<file path="src/rtl/eq_coef_sweep_ctrl.sv">
// eq_coef_sweep_ctrl
//   Training sequencer for the RX channel equalizer. On start it loads each of
//   NUM_SETS coefficient sets in turn. After each load it waits SETTLE_CYC
//   cycles, then counts decision errors (rx vs expected bit) over WINDOW valid
//   bits. When the sweep ends it reloads the set with the fewest errors and
//   reports lock.
// Ports
//   i_clk, i_rst_n          clock, asynchronous active-low reset
//   i_start, i_abort        begin sweep (IDLE/LOCKED only) / abandon to IDLE
//   i_bit_valid             qualifies i_rx_bit / i_exp_bit
//   i_rx_bit, i_exp_bit     sliced decision and expected training bit
//   o_coef_sel, o_coef_load set index to equalizer and its one-cycle adopt pulse
//   o_busy, o_lock          sweep in progress / best set applied
//   o_best_sel, o_best_err  winning set index and its error count
module eq_coef_sweep_ctrl #(
    parameter int unsigned NUM_SETS   = 8,
    parameter int unsigned SEL_W      = 3,
    parameter int unsigned SETTLE_CYC = 16,
    parameter int unsigned WINDOW     = 256,
    parameter int unsigned ERR_W      = 10
) (
    input  logic             i_clk,
    input  logic             i_rst_n,
    input  logic             i_start,
    input  logic             i_abort,
    input  logic             i_bit_valid,
    input  logic             i_rx_bit,
    input  logic             i_exp_bit,
    output logic [SEL_W-1:0] o_coef_sel,
    output logic             o_coef_load,
    output logic             o_busy,
    output logic             o_lock,
    output logic [SEL_W-1:0] o_best_sel,
    output logic [ERR_W-1:0] o_best_err
);

    localparam int unsigned SC_W = $clog2(SETTLE_CYC + 1);
    localparam int unsigned BC_W = $clog2(WINDOW + 1);

    localparam logic [SEL_W-1:0] LAST_IDX    = SEL_W'(NUM_SETS - 1);
    localparam logic [SC_W-1:0]  SETTLE_LAST = SC_W'(SETTLE_CYC - 1);
    localparam logic [BC_W-1:0]  WIN_LAST    = BC_W'(WINDOW - 1);
    localparam logic [ERR_W-1:0] ERR_MAX     = '1;

    typedef enum logic [2:0] {
        S_IDLE,
        S_LOAD,
        S_SETTLE,
        S_MEASURE,
        S_COMPARE,
        S_FINAL,
        S_LOCKED
    } state_t;

    state_t           r_state;
    state_t           w_next;
    logic [SEL_W-1:0] r_idx;
    logic [SEL_W-1:0] r_coef_sel;
    logic [SEL_W-1:0] r_best_sel;
    logic [ERR_W-1:0] r_best_err;
    logic [ERR_W-1:0] r_err_cnt;
    logic [SC_W-1:0]  r_settle_cnt;
    logic [BC_W-1:0]  r_bit_cnt;
    logic             w_coef_load;

    always_ff @(posedge i_clk or negedge i_rst_n) begin
        if (!i_rst_n) begin
            r_state <= S_IDLE;
        end else begin
            r_state <= w_next;
        end
    end

    always_comb begin
        w_next = r_state;
        case (r_state)
            S_IDLE, S_LOCKED: if (i_start) w_next = S_LOAD;
            S_LOAD:           w_next = S_SETTLE;
            S_SETTLE:         if (r_settle_cnt == SETTLE_LAST) w_next = S_MEASURE;
            S_MEASURE:        if (i_bit_valid && (r_bit_cnt == WIN_LAST)) w_next = S_COMPARE;
            S_COMPARE:        w_next = (r_idx == LAST_IDX) ? S_FINAL : S_LOAD;
            S_FINAL:          w_next = S_LOCKED;
            default:          w_next = S_IDLE;
        endcase
        // abort outranks every transition, including a start in IDLE/LOCKED
        if (i_abort) w_next = S_IDLE;
    end

    always_ff @(posedge i_clk or negedge i_rst_n) begin
        if (!i_rst_n) begin
            r_idx        <= '0;
            r_coef_sel   <= '0;
            r_best_sel   <= '0;
            r_best_err   <= '1;
            r_err_cnt    <= '0;
            r_settle_cnt <= '0;
            r_bit_cnt    <= '0;
        end else begin
            // remember whatever the equalizer last adopted so it holds after abort
            if (w_coef_load) r_coef_sel <= o_coef_sel;
            case (r_state)
                S_IDLE, S_LOCKED: begin
                    if (i_start && !i_abort) begin
                        r_idx      <= '0;
                        r_best_sel <= '0;
                        r_best_err <= '1;
                    end
                end
                S_LOAD: begin
                    r_settle_cnt <= '0;
                    r_bit_cnt    <= '0;
                    r_err_cnt    <= '0;
                end
                S_SETTLE: r_settle_cnt <= r_settle_cnt + SC_W'(1);
                S_MEASURE: begin
                    if (i_bit_valid) begin
                        r_bit_cnt <= r_bit_cnt + BC_W'(1);
                        if ((i_rx_bit != i_exp_bit) && (r_err_cnt != ERR_MAX))
                            r_err_cnt <= r_err_cnt + ERR_W'(1);
                    end
                end
                S_COMPARE: begin
                    if (!i_abort) begin
                        // strict compare: ties keep the earlier (lower) index
                        if (r_err_cnt < r_best_err) begin
                            r_best_sel <= r_idx;
                            r_best_err <= r_err_cnt;
                        end
                        if (r_idx != LAST_IDX) r_idx <= r_idx + SEL_W'(1);
                    end
                end
                default: ;
            endcase
        end
    end

    always_comb begin
        w_coef_load = (r_state == S_LOAD) || (r_state == S_FINAL);
        o_coef_sel  = r_coef_sel;
        if (r_state == S_LOAD)  o_coef_sel = r_idx;
        if (r_state == S_FINAL) o_coef_sel = r_best_sel;
    end

    assign o_coef_load = w_coef_load;
    assign o_busy      = (r_state != S_IDLE) && (r_state != S_LOCKED);
    assign o_lock      = (r_state == S_LOCKED);
    assign o_best_sel  = r_best_sel;
    assign o_best_err  = r_best_err;

endmodule

</file>
<file path="config.mk">
export PLATFORM = sky130hd
export DESIGN_NAME = eq_coef_sweep_ctrl
export DESIGN_NICKNAME = d
export VERILOG_FILES = /design/src/rtl/eq_coef_sweep_ctrl.sv
export SDC_FILE = /design/constraint.sdc
export NUM_CORES = 1
export LEC_CHECK = 0
export CAP_MARGIN = 5
export CORE_MARGIN = 2
export CORE_UTILIZATION = 25
export DETAILED_ROUTE_END_ITERATION = 8
export GPL_TIMING_DRIVEN = 0
export HOLD_SLACK_MARGIN = 0.06
export PLACE_DENSITY = 0.4
export SLEW_MARGIN = 10
export SYNTH_ARGS = -nofsm -noshare
export SYNTH_HDL_FRONTEND = slang
export SYNTH_SLANG_ARGS = --single-unit
</file>
<file path="constraint.sdc">
create_clock -name i_clk -period 2.37 [get_ports i_clk]
set_clock_uncertainty 0.2 [all_clocks]
set_input_delay 0.3555 -clock i_clk [delete_from_list [all_inputs] [get_ports i_clk]]
set_output_delay 0.3555 -clock i_clk [all_outputs]
set_load 0.03 [all_outputs]
</file>
==> reports/results.tsv <==
stage	metric	value	unit
run_status	outcome	finished, final reports clean	
power	power density over cell area	488.1	mW/mm^2
power	Leak	1.446	nW
timing	worst slew pin tran	0.6763	ns
grt	first-pass GRT wire length	11540	um
placement	GP Congestion	0.7536	
timing	setup TNS	0	ns
timing	relative slew slack	0.5461	
die	core area	0.01075	sq mm
drt	first drt pass iteration count	4	
timing	Achievable Freq	0.4381	GHz
worst_setup_path	Startpoint Class	flip-flop	
cts	CTS tree	built	
layout	fillcell total	1177	
yosys	flops & latches, synth	46	
yosys	ys async rst share	1.000	
layout	Inserted Diodes	0	
cts	CTS max path bufs	2	
yosys	Synth warnings	0	
yosys	register area share after synthesis	0.4266	
hold_path	Hold Path Class	reg -> reg	
cts	Worst-Skew Late Latency	0.31	ns
yosys	Synth top area share	0.3303	
cts	CTS Buf Count	5	
timing	final setup vio count	0	
worst_setup_path	crit path DAT	2.33	ns
worst_setup_path	crit-path max FO	10	
power	worst vdd ir	290.9	uV
drt	final WL	7049	um
timing	min cycle time layout	2.283	ns
flow_run	max-cap violations	0	
drt	DR top layer	met4	
placement	post-place setup slack	-0.1764	ns
yosys	Synth Cell Area	0.002728	sq mm
layout	layout cells sized above 1	0.1832	
die	Ports	26	
layout	area occupied by multi-input gates	0.001455	sq mm
yosys	most frequent cell after synthesis	dfrtp_1	
drt	1st-iter DRT viols	132	
yosys	mean post-synth cell area	9.278	sq um
drt	DR WL/cell	14.90	um
grt	global router's overall resource usage	0.1274	
drt	met3 routed WL	180	um
layout	Register Area	0.001164	sq mm
die	Starting Density	0.2538	
worst_setup_path	crit-path cells	inv_2 > ha_4 > a211o_1 > a21oi_2 > buf_4 > o2111ai_2 > buf_6 > o221a_1	
timing	Slew Limit Fails	0	
yosys	Synth area leader	dfrtp_1	
cts	H-tree depth	2	
grt	largest net degree at the start of global routing	28	
timing	Hold Slack	0.2820	ns
yosys	Post-synth EDFFs	0	
drt	vias	2301	
cts	clk root buf	clkbuf_8	
yosys	Post-Syn Nets	317	
drt	Routed met2 length	3048	um
die	die area	0.01176	sq mm
worst_setup_path	Max stage delay on crit path	0.56	ns
yosys	Netlist cell types	50	
drt	# DRC	0	
yosys	Post-synth top cells	36 x dfrtp_1, 33 x nand2_1, 22 x inv_1	
yosys	prevailing post-synth register cell	dfrtp_1	
drt	vias per inst	4.865	
yosys	Area contributors post-synth	dfrtp_1 33%, dfstp_2 9.6%, ha_1 7.3%	
grt	total global routing overflow	0	
drt	Routed Antenna Nets	0	
grt	vias in the first global route	2195	
die	row count	38	
drt	met1 WL	3750	um
worst_setup_path	critical path class	reg -> reg	
worst_setup_path	CP Capture Type	flip-flop	
yosys	cell count after synthesis	294	
layout	area delta synth->final	25.05	%
timing	RSZ-0062 raised after global routing	yes	
placement	hpwl dp	5015	um
cts	CTS clk-pin slew, worst paths	0.10	ns
placement	IO Port Bufs	25	
timing	period utilization	0.9631	
worst_setup_path	WP data required	2.41	ns
timing	PnR worst setup slack	0.08746	ns
die	Die Wd	108.5	um
cts	Clock Sinks	46	
die	die height	108.5	um
layout	Final #Nets	355	
grt	initial antenna violation count	0	
timing	final hold vios	0	
worst_setup_path	CP max stage cell	dfstp_2	
==> state kept, by name (all words and copies together) (netlist names) <==
register,count
r_settle_cnt,5
r_coef_sel,3
o_best_err,10
o_best_sel,3
r_bit_cnt,9
r_state,3
r_err_cnt,10
r_idx,3
==> worst max-delay path: cells and delay by family (launching register included) <==
family          cells  cell delay (ns)
compound gates      4             0.85
fa+ha+maj           1             0.21
buf+inv             3             0.40
flops               1             0.56
==> worst paths after layout <==
check	from	endpoint	slack, ns	cells past startpoint
worst min-delay path	r_coef_sel[2]	r_coef_sel[2]	0.28	2
worst max register to register	o_best_err[7]	o_best_err[8]	0.09	8
max in group asynchronous	i_rst_n	o_best_err[5]	1.02	3
worst min register to register	r_coef_sel[2]	r_coef_sel[2]	0.28	2
min in group asynchronous	i_rst_n	r_coef_sel[2]	0.34	2
worst max-delay path	o_best_err[7]	o_best_err[8]	0.09	8
==> repair_timing <==
| item | in CTS | in global routing |
|---|---|---|
| pin swaps | 3 | 5 |
| setup endpoints to repair | 17 | 17 |
| hold endpoints to repair | 13 | 0 |
| hold buffers | 1 | 0 |
| gates cloned | 0 | 1 |
| buffers inserted | 2 | 4 |
| gates resized for setup | 20 | 17 |
==> power by group <==
group	internal, mW	switching [mW]
combinational	0.0768	0.131
sequential	0.807	0.0301
clock	0.322	0.298
==> kinds of logic (layout without fill, tap and decap cells) <==
| logic type | count (synthesis) | count (layout) | synth area share |
|---|---|---|---|
| multiplexers | 5 | 5 | 0.01881 |
| adder cells (fa/ha/maj) | 17 | 17 | 0.07706 |
| AND/OR/NAND/NOR | 92 | 92 | 0.1647 |
| XOR/XNOR | 6 | 6 | 0.01927 |
| flip-flops | 46 | 46 | 0.4266 |
| AO/OA/AOI/OAI | 91 | 91 | 0.2307 |
| buffers and inverters | 37 | 76 | 0.06284 |
==> area by class of cell <==
class | instances | share of cell area
well taps | 140 | 0.05136
clock inverters | 3 | 0.01431
flip-flops and latches | 46 | 0.3412
repair buffers | 34 | 0.09428
inverters | 23 | 0.02531
multi-input cells | 211 | 0.4266
clock buffers | 5 | 0.02018
plain buffers | 11 | 0.02678
==> per-stage QoR <==
| step | utilization | instance area, sq um | power [mW] | std cells |
|---|---|---|---|---|
| after global routing | 0.3174 | 3411 | 1.757 | 473 |
| after CTS | 0.3085 | 3314 | 1.701 | 468 |
| after global placement | 0.2934 | 3153 | 1.058 | 459 |
| after floorplan | - | 2728 | 0.9738 | 294 |
| after detailed placement | 0.2948 | 3168 | 1.062 | 460 |
| final | 0.3174 | 3411 | 1.665 | 473 |
==> cell usage in the layout, fill, tap and decap left out, types with 2 or more instances in the layout <==
cell | Yosys | layout
a41oi_1 | 2 | 2
a21oi_1 | 19 | 18
ha_4 | 0 | 3
a31oi_1 | 3 | 3
nand4_1 | 5 | 5
buf_6 | 2 | 4
clkbuf_8 | 0 | 5
a22o_1 | 2 | 2
inv_2 | 1 | 3
nand2b_1 | 5 | 4
dfstp_2 | 10 | 10
clkdlybuf4s15_2 | 0 | 2
clkdlybuf4s50_1 | 0 | 18
o221ai_2 | 0 | 2
nand3_1 | 11 | 11
ha_1 | 16 | 12
a211o_1 | 3 | 3
o221a_1 | 7 | 7
o21ai_0 | 21 | 21
o31ai_1 | 5 | 5
or3_1 | 3 | 3
nor3b_1 | 2 | 2
buf_2 | 5 | 3
mux2i_1 | 4 | 3
dlygate4sd2_1 | 0 | 3
xor2_1 | 2 | 2
xnor2_1 | 4 | 4
o21ai_1 | 13 | 13
o211ai_1 | 3 | 3
inv_1 | 22 | 20
nand2_1 | 33 | 33
dfrtp_1 | 36 | 36
o221a_2 | 3 | 3
nor2_1 | 14 | 14
buf_4 | 3 | 12
nor3_1 | 8 | 8
and3_1 | 3 | 3
==> per-layer routing <==
metal,vias to the layer above,track usage
met2,30,0.1844
li1,1146,-
met3,6,0.02170
met5,-,0
met1,1119,0.1911
met4,0,0.03938
Power figures use the tool's default switching activity.
